$ cat config.mk
export PLATFORM = sky130hd
export DESIGN_NAME = eth_tx_arb_flat
export DESIGN_NICKNAME = d
export VERILOG_FILES = /design/src/rtl/eth_tx_arb_if.sv /design/src/rtl/eth_tx_arb.sv /design/src/flat_wrapper.sv
export SDC_FILE = /design/constraint.sdc
export NUM_CORES = 1
export LEC_CHECK = 0
export CORE_MARGIN = 2
export CORE_UTILIZATION = 49
export CTS_BUF_LIST = sky130_fd_sc_hd__clkbuf_8 sky130_fd_sc_hd__clkbuf_16
export CTS_CLUSTER_DIAMETER = 100
export DETAILED_ROUTE_END_ITERATION = 7
export PLACE_DENSITY = 0.76
export SETUP_SLACK_MARGIN = 0.02
export SLEW_MARGIN = 20
export SYNTH_ARGS = -nofsm -noshare
export SYNTH_HDL_FRONTEND = slang
export SYNTH_SLANG_ARGS = --single-unit
$ cat constraint.sdc
create_clock -name aclk -period 1.7 [get_ports aclk]
set_input_delay 0.34 -clock aclk [delete_from_list [all_inputs] [get_ports aclk]]
set_output_delay 0.34 -clock aclk [all_outputs]
set_load 0.01 [all_outputs]
$ cat src/rtl/eth_tx_arb_if.sv
`default_nettype none
// ============================================================================
// Module   : eth_tx_arb_if
// Brief    : Request/grant and TX-path handshake bundle for eth_tx_arb.
// Revision : 1.0 - initial release
// ============================================================================
interface eth_tx_arb_if #(
    parameter int NUM_REQ = 3
) ();
    localparam int c_SEL_W = $clog2(NUM_REQ);

    logic [NUM_REQ-1:0] req;
    logic [NUM_REQ-1:0] grant;
    logic [c_SEL_W-1:0] tx_sel;
    logic               tx_start;
    logic               tx_done;
    logic               tx_busy;
    logic               timeout_err;

    modport master (
        input  req,
        input  tx_done,
        output grant,
        output tx_sel,
        output tx_start,
        output tx_busy,
        output timeout_err
    );

    modport slave (
        output req,
        output tx_done,
        input  grant,
        input  tx_sel,
        input  tx_start,
        input  tx_busy,
        input  timeout_err
    );
endinterface
`default_nettype wire

$ cat src/rtl/eth_tx_arb.sv
`default_nettype none
// ============================================================================
// Module   : eth_tx_arb
// Brief    : Round-robin arbiter sharing one Ethernet TX path between sources,
//            with inter-frame gap. ETH_TX_ARB_TIMEOUT_EN adds a done watchdog.
// Revision : 1.0 - initial release
// ============================================================================
module eth_tx_arb #(
    parameter int NUM_REQ        = 3,
    parameter int IFG_CYCLES     = 12,
    parameter int TIMEOUT_CYCLES = 4096
) (
    input  logic         aclk,
    input  logic         aresetn,
    eth_tx_arb_if.master bus
);
    localparam int c_SEL_W    = $clog2(NUM_REQ);
    localparam int c_SUM_W    = c_SEL_W + 1;
    localparam int c_GAP_W    = (IFG_CYCLES > 1) ? $clog2(IFG_CYCLES) : 1;
    localparam int c_GAP_LOAD = (IFG_CYCLES > 0) ? IFG_CYCLES - 1 : 0;
    localparam logic [NUM_REQ-1:0] c_ONE = NUM_REQ'(1);

    if (NUM_REQ < 2 || NUM_REQ > 8 || IFG_CYCLES < 0 || TIMEOUT_CYCLES < 1) begin : g_param_check
        $error("eth_tx_arb: parameter out of range");
    end

    typedef enum logic [1:0] {
        ST_IDLE      = 2'd0,
        ST_WAIT_DONE = 2'd1,
        ST_GAP       = 2'd2
    } state_t;

    state_t             r_state,    w_state_nxt;
    logic [NUM_REQ-1:0] r_grant,    w_grant_nxt;
    logic [c_SEL_W-1:0] r_tx_sel,   w_tx_sel_nxt;
    logic               r_tx_start, w_tx_start_nxt;
    logic               r_tx_busy,  w_tx_busy_nxt;
    logic [c_SEL_W-1:0] r_rr_ptr,   w_rr_ptr_nxt;
    logic [c_GAP_W-1:0] r_gap_cnt,  w_gap_cnt_nxt;
    logic [c_SEL_W-1:0] w_win;
    logic [c_SUM_W-1:0] w_arb_idx;
    logic [c_SEL_W-1:0] w_ptr_after;
    logic               w_wd_expire;

`ifdef ETH_TX_ARB_TIMEOUT_EN
    localparam int c_WD_W = $clog2(TIMEOUT_CYCLES + 1);
    logic [c_WD_W-1:0] r_wd_cnt, w_wd_cnt_nxt;
    logic              r_timeout_err, w_timeout_err_nxt;

    assign w_wd_expire     = (r_wd_cnt == c_WD_W'(TIMEOUT_CYCLES - 1));
    assign bus.timeout_err = r_timeout_err;
`else
    assign w_wd_expire     = 1'b0;
    assign bus.timeout_err = 1'b0;
`endif

    // Scan from the highest index offset down so the lowest offset from rr_ptr wins.
    always_comb begin
        w_win     = '0;
        w_arb_idx = '0;
        for (int i = NUM_REQ - 1; i >= 0; i--) begin
            w_arb_idx = {1'b0, r_rr_ptr} + c_SUM_W'(i);
            if (w_arb_idx >= c_SUM_W'(NUM_REQ))
                w_arb_idx = w_arb_idx - c_SUM_W'(NUM_REQ);
            if (bus.req[w_arb_idx[c_SEL_W-1:0]])
                w_win = w_arb_idx[c_SEL_W-1:0];
        end
    end

    assign w_ptr_after = (r_tx_sel == c_SEL_W'(NUM_REQ - 1)) ? '0 : r_tx_sel + c_SEL_W'(1);

    always_comb begin
        w_state_nxt       = r_state;
        w_grant_nxt       = r_grant;
        w_tx_sel_nxt      = r_tx_sel;
        w_tx_start_nxt    = 1'b0;
        w_tx_busy_nxt     = r_tx_busy;
        w_rr_ptr_nxt      = r_rr_ptr;
        w_gap_cnt_nxt     = r_gap_cnt;
`ifdef ETH_TX_ARB_TIMEOUT_EN
        w_wd_cnt_nxt      = r_wd_cnt;
        w_timeout_err_nxt = 1'b0;
`endif
        case (r_state)
            ST_IDLE: begin
                if (|bus.req) begin
                    w_grant_nxt    = c_ONE << w_win;
                    w_tx_sel_nxt   = w_win;
                    w_tx_start_nxt = 1'b1;
                    w_tx_busy_nxt  = 1'b1;
                    w_state_nxt    = ST_WAIT_DONE;
`ifdef ETH_TX_ARB_TIMEOUT_EN
                    w_wd_cnt_nxt   = '0;
`endif
                end
            end
            ST_WAIT_DONE: begin
                // A real done on the expiry cycle takes precedence over the watchdog.
                if (bus.tx_done || w_wd_expire) begin
                    w_grant_nxt  = '0;
                    w_rr_ptr_nxt = w_ptr_after;
`ifdef ETH_TX_ARB_TIMEOUT_EN
                    w_timeout_err_nxt = !bus.tx_done;
`endif
                    if (IFG_CYCLES > 0) begin
                        w_state_nxt   = ST_GAP;
                        w_gap_cnt_nxt = c_GAP_W'(c_GAP_LOAD);
                    end else begin
                        w_state_nxt   = ST_IDLE;
                        w_tx_busy_nxt = 1'b0;
                    end
                end else begin
`ifdef ETH_TX_ARB_TIMEOUT_EN
                    w_wd_cnt_nxt = r_wd_cnt + c_WD_W'(1);
`endif
                end
            end
            ST_GAP: begin
                if (r_gap_cnt == '0) begin
                    w_state_nxt   = ST_IDLE;
                    w_tx_busy_nxt = 1'b0;
                end else begin
                    w_gap_cnt_nxt = r_gap_cnt - c_GAP_W'(1);
                end
            end
            default: begin
                w_state_nxt   = ST_IDLE;
                w_grant_nxt   = '0;
                w_tx_busy_nxt = 1'b0;
            end
        endcase
    end

    always_ff @(posedge aclk) begin
        if (!aresetn) begin
            r_state       <= ST_IDLE;
            r_grant       <= '0;
            r_tx_sel      <= '0;
            r_tx_start    <= 1'b0;
            r_tx_busy     <= 1'b0;
            r_rr_ptr      <= '0;
            r_gap_cnt     <= '0;
`ifdef ETH_TX_ARB_TIMEOUT_EN
            r_wd_cnt      <= '0;
            r_timeout_err <= 1'b0;
`endif
        end else begin
            r_state       <= w_state_nxt;
            r_grant       <= w_grant_nxt;
            r_tx_sel      <= w_tx_sel_nxt;
            r_tx_start    <= w_tx_start_nxt;
            r_tx_busy     <= w_tx_busy_nxt;
            r_rr_ptr      <= w_rr_ptr_nxt;
            r_gap_cnt     <= w_gap_cnt_nxt;
`ifdef ETH_TX_ARB_TIMEOUT_EN
            r_wd_cnt      <= w_wd_cnt_nxt;
            r_timeout_err <= w_timeout_err_nxt;
`endif
        end
    end

    assign bus.grant    = r_grant;
    assign bus.tx_sel   = r_tx_sel;
    assign bus.tx_start = r_tx_start;
    assign bus.tx_busy  = r_tx_busy;
endmodule
`default_nettype wire

$ cat src/flat_wrapper.sv
// flat-port wrapper written by rule: the top's interface ports become plain ports
module eth_tx_arb_flat 
#(
    parameter int NUM_REQ        = 3,
    parameter int IFG_CYCLES     = 12,
    parameter int TIMEOUT_CYCLES = 4096
)
  (aclk, aresetn, bus_req, bus_tx_done, bus_grant, bus_tx_sel, bus_tx_start, bus_tx_busy, bus_timeout_err);
  eth_tx_arb_if #(.NUM_REQ(NUM_REQ)) bus_i ();
  input  logic aclk;
  input  logic aresetn;
  input wire logic [$bits(bus_i.req)-1:0] bus_req;
  input wire logic [$bits(bus_i.tx_done)-1:0] bus_tx_done;
  output wire logic [$bits(bus_i.grant)-1:0] bus_grant;
  output wire logic [$bits(bus_i.tx_sel)-1:0] bus_tx_sel;
  output wire logic [$bits(bus_i.tx_start)-1:0] bus_tx_start;
  output wire logic [$bits(bus_i.tx_busy)-1:0] bus_tx_busy;
  output wire logic [$bits(bus_i.timeout_err)-1:0] bus_timeout_err;
  assign bus_i.req = bus_req;
  assign bus_i.tx_done = bus_tx_done;
  assign bus_grant = bus_i.grant;
  assign bus_tx_sel = bus_i.tx_sel;
  assign bus_tx_start = bus_i.tx_start;
  assign bus_tx_busy = bus_i.tx_busy;
  assign bus_timeout_err = bus_i.timeout_err;
  eth_tx_arb #(.NUM_REQ(NUM_REQ), .IFG_CYCLES(IFG_CYCLES), .TIMEOUT_CYCLES(TIMEOUT_CYCLES)) u_core (.aclk(aclk), .aresetn(aresetn), .bus(bus_i));
endmodule
==> impl_metrics.ini <==
[run_status]
status = completed

[floorplan]
initial_utilization = 0.507
die_h_um = 43.0
ios = 14
die_x_um = 43.0
rows = 14
core_area_sq_um = 1470
dieArea_sq_um = 1850

[worst_setup_path]
start_kind = flip-flop
r2r_cells = 7
path_cells = inv_1 -> ha_1 -> nand2b_1 -> o21ai_1 -> a221oi_1 -> buf_4 -> o41ai_1
ff2ff_setup_slack_ps = 180
cp_max_fo = 5
r2r_end = u_core.bus.grant[0]$_SDFFE_PN0P_
cp.arrival_ps = 1660
crit_required_ps = 1840
critPathKind = reg -> reg
critPathMaxStageDelay_ps = 380
crit_start = u_core.r_rr_ptr[1]$_SDFFE_PN0P_
timing.rr.start = u_core.r_rr_ptr[1]$_SDFFE_PN0P_
cp-end-kind = flip-flop
crit_path_top_delay_cell = dfxtp_1

[logic_synthesis]
yosysWarnings = 0
yosysUniqueCellTypes = 35
seq_area_frac_synth = 0.403
ys_seq_elements = 15
synth_area_per_cell_sq_um = 8.77
synth_cells = 85
syn_area_sq_um = 746
synth_edf_count = 0
synth_flop_cell = dfxtp_1
syn_nets = 95
synthArstFlopShare = 0

[hold_path]
whs_path_depth = 2
hp-class = reg -> reg
holdPathEnd = u_core.bus.grant[2]$_SDFFE_PN0P_
min_from = u_core.bus.grant[2]$_SDFFE_PN0P_

[cts]
h-tree-depth = 1
cts_tree = built
cts_max_path_buffers = 2
hold_buffers = 0
path_clk_slew_ps = 60
post-cts-setup-buffers = 0
root_buffer = clkbuf_8
cts_buffers = 3
post_cts_resize_count = 0
clk_latency_ps = 250
cts.sinks = 15

[detailed_routing]
viasPerCell = 5.36
route.detailed.drc = 0
drtIter0Drc = 9
first_pass_iters = 4
vias = 643
routed_wirelength_um = 1410
ant_nets = 0
wl_per_cell_um = 11.7

[timing]
fin_crit_sh = 0.893
fin_tns_setup_ps = 0
fmax_mhz = 658
setup_violations = 0
worst_slack_ps = 181
clock-skew-final_ps = 4.71
layout_min_cycle_time_ps = 1520
rsz0062_at_grt = false
drv_slew = 0
hold_viol = 0
hold_slack_ps = 469

[pwr]
pwr-share-clk = 0.325
power_frac_seq = 0.472
p_sw_uw = 218
power_uw = 846
p_leak_nw = 0.403
ir_drop_v = 0.000755
p_int_uw = 629
swShare = 0.257
power_frac_comb = 0.202
power_density_nw_per_um2 = 891

[finish]
antenna_cells = 0
syn_to_final_growth_pct = 27.3
drive_above_1_share = 0.115
fin_cells = 120
final_util = 0.645
final_cell_mix = 15 x dfxtp_1, 12 x clkdlybuf4s50_1, 9 x inv_1
fill_cells = 132
stdcell_area_sq_um = 950
final_common_cell = dfxtp_1
nets = 115

[grt]
grt_max_degree = 9
gr-total-overflow = 0
grt_pass1_wl_um = 2500
grt_usage = 0.182
grt_pass1_vias = 617
antenna_found_initial = 0

[placement]
hpwl_um = 1100
post-place-ws_ps = -30.4
portBuffers = 12
dp.cells = 116
gp_congestion = 0.811
placed_area_sq_um = 905

[job]
drv_cap = 0
logic make-up after synthesis:
family	Yosys count	synth area share
other	1	0.00503
DFF	15	0.403
AOI/OAI and AO/OA	25	0.237
and+or+nand+nor	28	0.200
adders and majority gates	4	0.0671
buffers and inverters	10	0.0654
xor gates and xnor gates	2	0.0235
routing by layer:
layer	track usage	share of wire	vias to the layer above
li1	-	-	335
met1	0.229	0.47	291
met2	0.282	0.46	15
met3	0.0638	0.058	2
met4	0.0788	0.0064	0
met5	0	0	-
flip-flops by register name, summed over array words and instances (netlist names):
register and cells:
u_core.r_gap_cnt 4, u_core.bus.tx_busy 1, u_core.bus.tx_start 1, u_core.bus.grant 3
u_core.r_rr_ptr 2, u_core.bus.tx_sel 2, u_core.r_state 2
area by class of cell:
cell class                 count  area, sq um  share of cell area
inverter                       8         30.0              0.0316
tap                           16         20.0              0.0211
sequential                    15          300               0.316
multi-input combinational     60          397               0.418
clock inverter                 1         3.75             0.00395
timing repair buffer          17          158               0.166
clock buffer                   3         41.3              0.0435
power groups by stage:
stage	logic [mW]	registers [mW]	clock network, mW
6_report	0.171	0.400	0.275
4_1_cts	0.171	0.400	0.283
2_1_floorplan	0.0974	0.410	0
5_1_grt	0.192	0.403	0.301
3_3_place_gp	0.167	0.407	0
3_5_place_dp	0.171	0.408	0
worst max-delay path by stage:
stage / to
after floorplan: u_core.bus.grant[1]$_SDFFE_PN0P_
after global placement: u_core.bus.grant[0]$_SDFFE_PN0P_
after detailed placement: u_core.bus.grant[2]$_SDFFE_PN0P_
after CTS: bus_tx_sel[1]
after global routing: u_core.bus.grant[1]$_SDFFE_PN0P_
final: u_core.bus.grant[0]$_SDFFE_PN0P_
worst max-delay path, delay by kind of cell (launching register included):
kind	cells	cell delay, ps
AO/OA/AOI/OAI	3	430
flip-flops	1	380
AND/OR/NAND/NOR	1	180
buffers and inverters	2	210
adder cells (fa/ha/maj)	1	220
synth_stat cells, drive strengths merged, types with 2 or more instances:
| library cell | instances | area, sq um |
|---|---|---|
| nand2b | 4 | 27.5 |
| nor2 | 7 | 26.3 |
| buf | 2 | 18.8 |
| o21ai | 4 | 20.0 |
| dfxtp | 15 | 300 |
| ha | 4 | 50.1 |
| nor3b | 2 | 15.0 |
| inv | 8 | 30.0 |
| or3 | 2 | 12.5 |
| a32o | 2 | 20.0 |
| a211oi | 2 | 20.0 |
| nor3 | 2 | 10.0 |
| nand2 | 6 | 22.5 |
| a21oi | 9 | 48.8 |
(Power assumes the default switching activity.)
